File: src/rtl/aud_sram_arbiter_if.sv
// Requester handshakes and SRAM pin bundle for the audio SRAM arbiter.
// slave: the arbiter's view; master: the requesters/SRAM side.
interface aud_sram_arbiter_if;
   logic        i_wr_req;
   logic [19:0] i_wr_addr;
   logic [15:0] i_wr_data;
   logic        o_wr_ack;
   logic        i_rd_req;
   logic [19:0] i_rd_addr;
   logic        o_rd_valid;
   logic [15:0] o_rd_data;
   logic [19:0] o_last_wr_addr;
   logic        o_busy;
   logic [19:0] o_SRAM_ADDR;
   logic [15:0] o_sram_dq;
   logic        o_sram_dq_oe;
   logic [15:0] i_sram_dq;
   logic        o_SRAM_WE_N, o_SRAM_CE_N, o_SRAM_OE_N, o_SRAM_LB_N, o_SRAM_UB_N;

   modport slave (
      input  i_wr_req, i_wr_addr, i_wr_data, i_rd_req, i_rd_addr, i_sram_dq,
      output o_wr_ack, o_rd_valid, o_rd_data, o_last_wr_addr, o_busy,
             o_SRAM_ADDR, o_sram_dq, o_sram_dq_oe,
             o_SRAM_WE_N, o_SRAM_CE_N, o_SRAM_OE_N, o_SRAM_LB_N, o_SRAM_UB_N
   );

   modport master (
      output i_wr_req, i_wr_addr, i_wr_data, i_rd_req, i_rd_addr, i_sram_dq,
      input  o_wr_ack, o_rd_valid, o_rd_data, o_last_wr_addr, o_busy,
             o_SRAM_ADDR, o_sram_dq, o_sram_dq_oe,
             o_SRAM_WE_N, o_SRAM_CE_N, o_SRAM_OE_N, o_SRAM_LB_N, o_SRAM_UB_N
   );
endinterface

File: src/rtl/aud_sram_arbiter.sv
// Shares one 16-bit async SRAM between the recorder (writes) and the DSP (reads):
// serialised accesses, fixed strobe width, round-robin on conflict, DONE turnaround.
module aud_sram_arbiter #(
   parameter int ACCESS_CYC = 2
) (
   input  logic              i_clk,
   input  logic              i_rst,
   aud_sram_arbiter_if.slave bus
);
   typedef enum logic [1:0] {IDLE, WR, RD, DONE} state_t;
   localparam logic [3:0] CNT_LAST = 4'(ACCESS_CYC - 1);

   state_t      state_q, state_d;
   logic [3:0]  cnt_q, cnt_d;
   logic [19:0] addr_q, addr_d, last_wr_q, last_wr_d;
   logic [15:0] data_q, data_d, rd_data_q, rd_data_d;
   logic        last_w_q, last_w_d;  // 1: write won the most recent grant
   logic        wr_ack_q, wr_ack_d, rd_valid_q, rd_valid_d;
   logic        busy_q, we_n_q, ce_n_q, oe_n_q, dq_oe_q;

   always_comb begin
      state_d    = state_q;
      cnt_d      = cnt_q;
      addr_d     = addr_q;
      data_d     = data_q;
      last_w_d   = last_w_q;
      last_wr_d  = last_wr_q;
      rd_data_d  = rd_data_q;
      wr_ack_d   = 1'b0;
      rd_valid_d = 1'b0;
      case (state_q)
         IDLE: begin
            if (bus.i_wr_req && (!bus.i_rd_req || !last_w_q)) begin
               state_d  = WR;
               addr_d   = bus.i_wr_addr;
               data_d   = bus.i_wr_data;
               cnt_d    = 4'd0;
               last_w_d = 1'b1;
            end else if (bus.i_rd_req) begin
               state_d  = RD;
               addr_d   = bus.i_rd_addr;
               cnt_d    = 4'd0;
               last_w_d = 1'b0;
            end
         end
         WR: begin
            if (cnt_q == CNT_LAST) begin
               state_d   = DONE;
               wr_ack_d  = 1'b1;
               last_wr_d = addr_q;
            end else begin
               cnt_d = cnt_q + 4'd1;
            end
         end
         RD: begin
            if (cnt_q == CNT_LAST) begin
               state_d    = DONE;
               rd_valid_d = 1'b1;
               rd_data_d  = bus.i_sram_dq;
            end else begin
               cnt_d = cnt_q + 4'd1;
            end
         end
         default: state_d = IDLE;
      endcase
   end

   // Strobes are registered from the next state so the pins switch on the edge
   // that enters WR/RD and are released by the edge that enters DONE.
   always_ff @(posedge i_clk or posedge i_rst) begin
      if (i_rst) begin
         state_q    <= IDLE;
         cnt_q      <= 4'd0;
         addr_q     <= 20'd0;
         data_q     <= 16'd0;
         last_w_q   <= 1'b0;
         last_wr_q  <= 20'd0;
         rd_data_q  <= 16'd0;
         wr_ack_q   <= 1'b0;
         rd_valid_q <= 1'b0;
         busy_q     <= 1'b0;
         we_n_q     <= 1'b1;
         ce_n_q     <= 1'b1;
         oe_n_q     <= 1'b1;
         dq_oe_q    <= 1'b0;
      end else begin
         state_q    <= state_d;
         cnt_q      <= cnt_d;
         addr_q     <= addr_d;
         data_q     <= data_d;
         last_w_q   <= last_w_d;
         last_wr_q  <= last_wr_d;
         rd_data_q  <= rd_data_d;
         wr_ack_q   <= wr_ack_d;
         rd_valid_q <= rd_valid_d;
         busy_q     <= (state_d != IDLE);
         we_n_q     <= (state_d != WR);
         ce_n_q     <= !((state_d == WR) || (state_d == RD));
         oe_n_q     <= (state_d != RD);
         dq_oe_q    <= (state_d == WR);
      end
   end

   assign bus.o_wr_ack       = wr_ack_q;
   assign bus.o_rd_valid     = rd_valid_q;
   assign bus.o_rd_data      = rd_data_q;
   assign bus.o_last_wr_addr = last_wr_q;
   assign bus.o_busy         = busy_q;
   assign bus.o_SRAM_ADDR    = addr_q;
   assign bus.o_sram_dq      = data_q;
   assign bus.o_sram_dq_oe   = dq_oe_q;
   assign bus.o_SRAM_WE_N    = we_n_q;
   assign bus.o_SRAM_CE_N    = ce_n_q;
   assign bus.o_SRAM_OE_N    = oe_n_q;
   assign bus.o_SRAM_LB_N    = ce_n_q;
   assign bus.o_SRAM_UB_N    = ce_n_q;
endmodule

File: src/flat_wrapper.sv
// flat-port wrapper written by rule: the top's interface ports become plain ports
module aud_sram_arbiter_flat 
#(
   parameter int ACCESS_CYC = 2
)
  (i_clk, i_rst, bus_i_wr_req, bus_i_wr_addr, bus_i_wr_data, bus_i_rd_req, bus_i_rd_addr, bus_i_sram_dq, bus_o_wr_ack, bus_o_rd_valid, bus_o_rd_data, bus_o_last_wr_addr, bus_o_busy, bus_o_SRAM_ADDR, bus_o_sram_dq, bus_o_sram_dq_oe, bus_o_SRAM_WE_N, bus_o_SRAM_CE_N, bus_o_SRAM_OE_N, bus_o_SRAM_LB_N, bus_o_SRAM_UB_N);
  aud_sram_arbiter_if bus_i ();
  input  logic i_clk;
  input  logic i_rst;
  input wire logic [$bits(bus_i.i_wr_req)-1:0] bus_i_wr_req;
  input wire logic [$bits(bus_i.i_wr_addr)-1:0] bus_i_wr_addr;
  input wire logic [$bits(bus_i.i_wr_data)-1:0] bus_i_wr_data;
  input wire logic [$bits(bus_i.i_rd_req)-1:0] bus_i_rd_req;
  input wire logic [$bits(bus_i.i_rd_addr)-1:0] bus_i_rd_addr;
  input wire logic [$bits(bus_i.i_sram_dq)-1:0] bus_i_sram_dq;
  output wire logic [$bits(bus_i.o_wr_ack)-1:0] bus_o_wr_ack;
  output wire logic [$bits(bus_i.o_rd_valid)-1:0] bus_o_rd_valid;
  output wire logic [$bits(bus_i.o_rd_data)-1:0] bus_o_rd_data;
  output wire logic [$bits(bus_i.o_last_wr_addr)-1:0] bus_o_last_wr_addr;
  output wire logic [$bits(bus_i.o_busy)-1:0] bus_o_busy;
  output wire logic [$bits(bus_i.o_SRAM_ADDR)-1:0] bus_o_SRAM_ADDR;
  output wire logic [$bits(bus_i.o_sram_dq)-1:0] bus_o_sram_dq;
  output wire logic [$bits(bus_i.o_sram_dq_oe)-1:0] bus_o_sram_dq_oe;
  output wire logic [$bits(bus_i.o_SRAM_WE_N)-1:0] bus_o_SRAM_WE_N;
  output wire logic [$bits(bus_i.o_SRAM_CE_N)-1:0] bus_o_SRAM_CE_N;
  output wire logic [$bits(bus_i.o_SRAM_OE_N)-1:0] bus_o_SRAM_OE_N;
  output wire logic [$bits(bus_i.o_SRAM_LB_N)-1:0] bus_o_SRAM_LB_N;
  output wire logic [$bits(bus_i.o_SRAM_UB_N)-1:0] bus_o_SRAM_UB_N;
  assign bus_i.i_wr_req = bus_i_wr_req;
  assign bus_i.i_wr_addr = bus_i_wr_addr;
  assign bus_i.i_wr_data = bus_i_wr_data;
  assign bus_i.i_rd_req = bus_i_rd_req;
  assign bus_i.i_rd_addr = bus_i_rd_addr;
  assign bus_i.i_sram_dq = bus_i_sram_dq;
  assign bus_o_wr_ack = bus_i.o_wr_ack;
  assign bus_o_rd_valid = bus_i.o_rd_valid;
  assign bus_o_rd_data = bus_i.o_rd_data;
  assign bus_o_last_wr_addr = bus_i.o_last_wr_addr;
  assign bus_o_busy = bus_i.o_busy;
  assign bus_o_SRAM_ADDR = bus_i.o_SRAM_ADDR;
  assign bus_o_sram_dq = bus_i.o_sram_dq;
  assign bus_o_sram_dq_oe = bus_i.o_sram_dq_oe;
  assign bus_o_SRAM_WE_N = bus_i.o_SRAM_WE_N;
  assign bus_o_SRAM_CE_N = bus_i.o_SRAM_CE_N;
  assign bus_o_SRAM_OE_N = bus_i.o_SRAM_OE_N;
  assign bus_o_SRAM_LB_N = bus_i.o_SRAM_LB_N;
  assign bus_o_SRAM_UB_N = bus_i.o_SRAM_UB_N;
  aud_sram_arbiter #(.ACCESS_CYC(ACCESS_CYC)) u_core (.i_clk(i_clk), .i_rst(i_rst), .bus(bus_i));
endmodule
File: config.mk
export PLATFORM = sky130hd
export DESIGN_NAME = aud_sram_arbiter_flat
export DESIGN_NICKNAME = d
export VERILOG_FILES = /design/src/rtl/aud_sram_arbiter_if.sv /design/src/rtl/aud_sram_arbiter.sv /design/src/flat_wrapper.sv
export SDC_FILE = /design/constraint.sdc
export NUM_CORES = 1
export LEC_CHECK = 0
export BUFFER_PORTS_ARGS = -buffer_cell sky130_fd_sc_hd__buf_2
export CAP_MARGIN = 20
export CORE_MARGIN = 8
export CORE_UTILIZATION = 43
export DETAILED_ROUTE_END_ITERATION = 12
export PLACE_DENSITY_LB_ADDON = 0.12
export SLEW_MARGIN = 10
export SYNTH_ARGS = -nofsm -noshare
export SYNTH_HDL_FRONTEND = slang
export SYNTH_SLANG_ARGS = --single-unit
export TNS_END_PERCENT = 100
File: constraint.sdc
create_clock -name i_clk -period 2.5 [get_ports i_clk]
set_input_delay 0.25 -clock i_clk [delete_from_list [all_inputs] [get_ports i_clk]]
set_output_delay 0.25 -clock i_clk [all_outputs]
set_load 0.02 [all_outputs]
==> key figures <==
Outcome
  • Status: finished clean

Pwr
  • Internal cell power: 3.85 mW
  • Cell Pwr Density: 1360 nW/um2
  • Peak VDD IR: 0.000742 V
  • Switching pwr: 2.54 mW
  • Clock power frac: 0.168
  • Leakage: 2.41 nW
  • Sw Ratio: 0.397
  • Comb pwr share: 0.455
  • Reg power frac: 0.377
  • Final total power: 6.39 mW

Floorplan
  • Starting density of the core: 0.439
  • Number of cell rows: 33
  • Die area: 11,500 um2
  • CORE AREA: 8180 um2
  • IO Pins: 157
  • Die W: 107 um
  • Die height: 107 um

Synth
  • Synth Warn #: 0
  • Yosys reg bits: 86
  • Post-synth EDFFs: 0
  • Synth Flop Type: dfrtp_1
  • Share of the synthesized area in the top cell type: 0.579
  • Post-Synthesis Cell Area: 3590 um2
  • Mux contribution to synthesized area: 0.222
  • Syn Nets: 351
  • Post-Synth Simple-Gate Area: 0.0568
  • Yosys top cell by area: dfrtp_1
  • Sequential-to-total area share from yosys stat: 0.601
  • Asr flop ratio synth: 1.00
  • Top post-synthesis cells by area: dfrtp_1, mux2_2, mux2i_1, ha_1, o21ai_1
  • Netlist cell types: 34
  • Post-Synth XOR/XNOR Area: 0
  • Largest family of logic cells by synthesized area: multiplexers
  • Cells after Synth: 265
  • Avg Inst Size Synth: 13.5 um2
  • Synth Area in Compound Gates: 0.0519
  • Synth Area in Adders: 0.0349

Placed design
  • Placed Area: 4480 um2
  • PortBufs: 156
  • GPL Wtd Cong: 0.750
  • Post-DP HPWL: 6.08 mm
  • Place WS: 0.554 ns

Critical path
  • CP max FO: 8
  • CP Class: flip-flop to flip-flop
  • Startpoint types: flip-flop
  • Critical Path RT: 2.79 ns
  • Reg2reg path depth: 7
  • Worst reg2reg path endpoint: u_core.bus.o_SRAM_CE_N
  • R2R setup slack: 0.54 ns
  • CP Data Arrival Time: 2.25 ns
  • RR Startpoint: u_core.state_q[0]
  • Worst Setup End Kind: flip-flop

Routing
  • Total number of vias: 2,551
  • Vias per cell: 4.78
  • Routed wire length: 7.99 mm
  • DR pass1 iterations: 3
  • Iter 0 DRT Violations: 86
  • Per-cell routed wire length: 15.0 um
  • Residual DRC: 0
  • Final ANT Viol Nets: 0

Clocking
  • TritonCTS clock tree: yes
  • # resized after CTS: 0
  • Setup Fix Bufs, Post-CTS: 0
  • CTS Buf Count: 9
  • CTS Sinks: 86
  • CTS root buf: clkbuf_8
  • Reg clk slew, reported paths: 0.08 ns
  • Clock latency on the worst-skew pair: 0.34 ns
  • H-tree depth: 3
  • Max clock buf depth: 2
  • Hold buffer count at cts: 0

Global route
  • GR Layer Usage met1: 0.158
  • Largest net degree at the start of global routing: 46
  • GR peak layer: met2
  • Initial antenna violation count: 0
  • Met3 usage: 0.0707
  • Number of global-route vias before repair: 2,794
  • First-pass GRT wire length: 13.1 mm
  • Total GRT Usage: 0.141
  • Met2 Track Usage GR: 0.225
  • Grt total ovfl: 0

STA
  • Slew @ Worst Pin: 0.963 ns
  • Min cycle time layout: 1.96 ns
  • Clock Skews: 0.0117 ns
  • Slew Viols, Final: 0
  • Final hold viol count: 0
  • Crit share post-route: 0.785
  • Final setup TNS: 0 ns
  • RSZ-0062 raised after global routing: false
  • Post-route worst setup slack: 0.537 ns
  • Setup Viol. Count Final: 0
  • Peak Freq: 509 MHz
  • Max_slew headroom: 0.356

Job
  • Maximum capacitance violations: 0

Cells and area
  • Register Area: 2160 um2
  • Area Overhead vs Synth: 31.1%
  • Final Cell Area: 4700 um2
  • Antenna diode instance count: 0
  • Fraction of layout cells with a size suffix above 1: 0.534
  • Multi-input logic area: 1330 um2
  • Final core utilization: 0.575
  • Nets: 510
  • Fill count: 732

Hold path
  • Hold crit path type: input port to asynchronous set/reset pin
-- metrics by stage --
stage | instances | hold WS [ns]
2_1_floorplan | 265 | 0.382
3_3_place_gp | 518 | 0.409
3_5_place_dp | 518 | 0.420
4_1_cts | 534 | 0.0351
5_1_grt | 534 | 0.0758
6_report | 534 | 0.0228
-- synth_stat cells (all sizes together) (2+ instances only) --
cell type   n
mux2       52
ha         10
buf        10
nand2b      2
and2        2
dfstp       3
o21ai      24
nand2      24
nor3b       2
o22ai       2
inv         9
mux2i      21
nand3       3
dfrtp      83
nor2b       3
clkbuf      4
-- layer usage --
metal  wire length (um)  part of all wire  up-vias
met2               3700              0.46       92
met3                981              0.12        9
met4                 94             0.012        0
met5                  0                 0        -
li1                   -                 -     1233
met1               3210              0.40     1217
-- layout make-up --
class                      instances  area share
tap                              105      0.0279
clock buffer                      13      0.0338
inverter                           9     0.00745
clock inverter                     3      0.0144
sequential                        86       0.458
timing repair buffer             162       0.176
multi-input combinational        156       0.283
-- power by group through the flow --
| stage | sequential [mW] | combinational [mW] | clock (mW) |
|---|---|---|---|
| 6_report | 2.41 | 2.91 | 1.07 |
| 4_1_cts | 2.42 | 2.98 | 1.12 |
| 3_3_place_gp | 2.42 | 2.92 | 0 |
| 3_5_place_dp | 2.44 | 2.97 | 0 |
| 2_1_floorplan | 3.19 | 1.23 | 0 |
| 5_1_grt | 2.51 | 3.19 | 1.17 |
-- worst max path at each step --
stage / startpoint / to / slack [ns]
floorplan: i_rst / u_core.bus.o_SRAM_ADDR[0] / 0.03
global placement: u_core.state_q[0] / u_core.bus.o_SRAM_CE_N / 0.60
detailed placement: u_core.state_q[0] / u_core.bus.o_SRAM_CE_N / 0.55
CTS: u_core.state_q[0] / u_core.bus.o_SRAM_CE_N / 0.53
global route: u_core.state_q[0] / u_core.bus.o_SRAM_CE_N / 0.32
finish: u_core.state_q[0] / u_core.bus.o_SRAM_CE_N / 0.54
-- sequential cells by signal, indices dropped and copies added, names as in the netlist --
name / count
u_core.bus.o_wr_ack: 1
u_core.bus.o_SRAM_OE_N: 1
u_core.bus.o_busy: 1
u_core.bus.o_sram_dq_oe: 1
u_core.state_q: 2
u_core.cnt_q: 4
u_core.bus.o_last_wr_addr: 20
u_core.bus.o_rd_data: 16
u_core.bus.o_SRAM_ADDR: 20
u_core.bus.o_SRAM_CE_N: 1
u_core.bus.o_sram_dq: 16
u_core.bus.o_SRAM_WE_N: 1
u_core.bus.o_rd_valid: 1
u_core.last_w_q: 1
-- cell families after synthesis --
| kind of cell | count (synthesis) |
|---|---|
| multiplexers | 73 |
| AND/OR/NAND/NOR | 40 |
| adder cells (fa/ha/maj) | 10 |
| flip-flops | 86 |
| buffers and inverters | 23 |
| AO/OA/AOI/OAI | 33 |
-- layout by cell type (no fill, tap or decap), types with 3 or more instances in the layout --
master	n
ha_1	10
dfrtp_1	83
inv_1	8
mux2_2	44
dfstp_2	3
clkbuf_8	11
o21ai_1	21
buf_2	156
mux2_1	8
buf_4	6
mux2i_1	21
nand2_1	23
nor2b_1	3
nand3_1	3
-- worst max-delay path, stage by stage, from the launching register on --
cell	delay (ns)
dfrtp_1	0.40
inv_1	0.08
ha_1	0.39
nor4bb_1	0.34
o22ai_1	0.15
a21o_1	0.21
ha_1	0.28
inv_1	0.05
(Power assumes the default switching activity.)
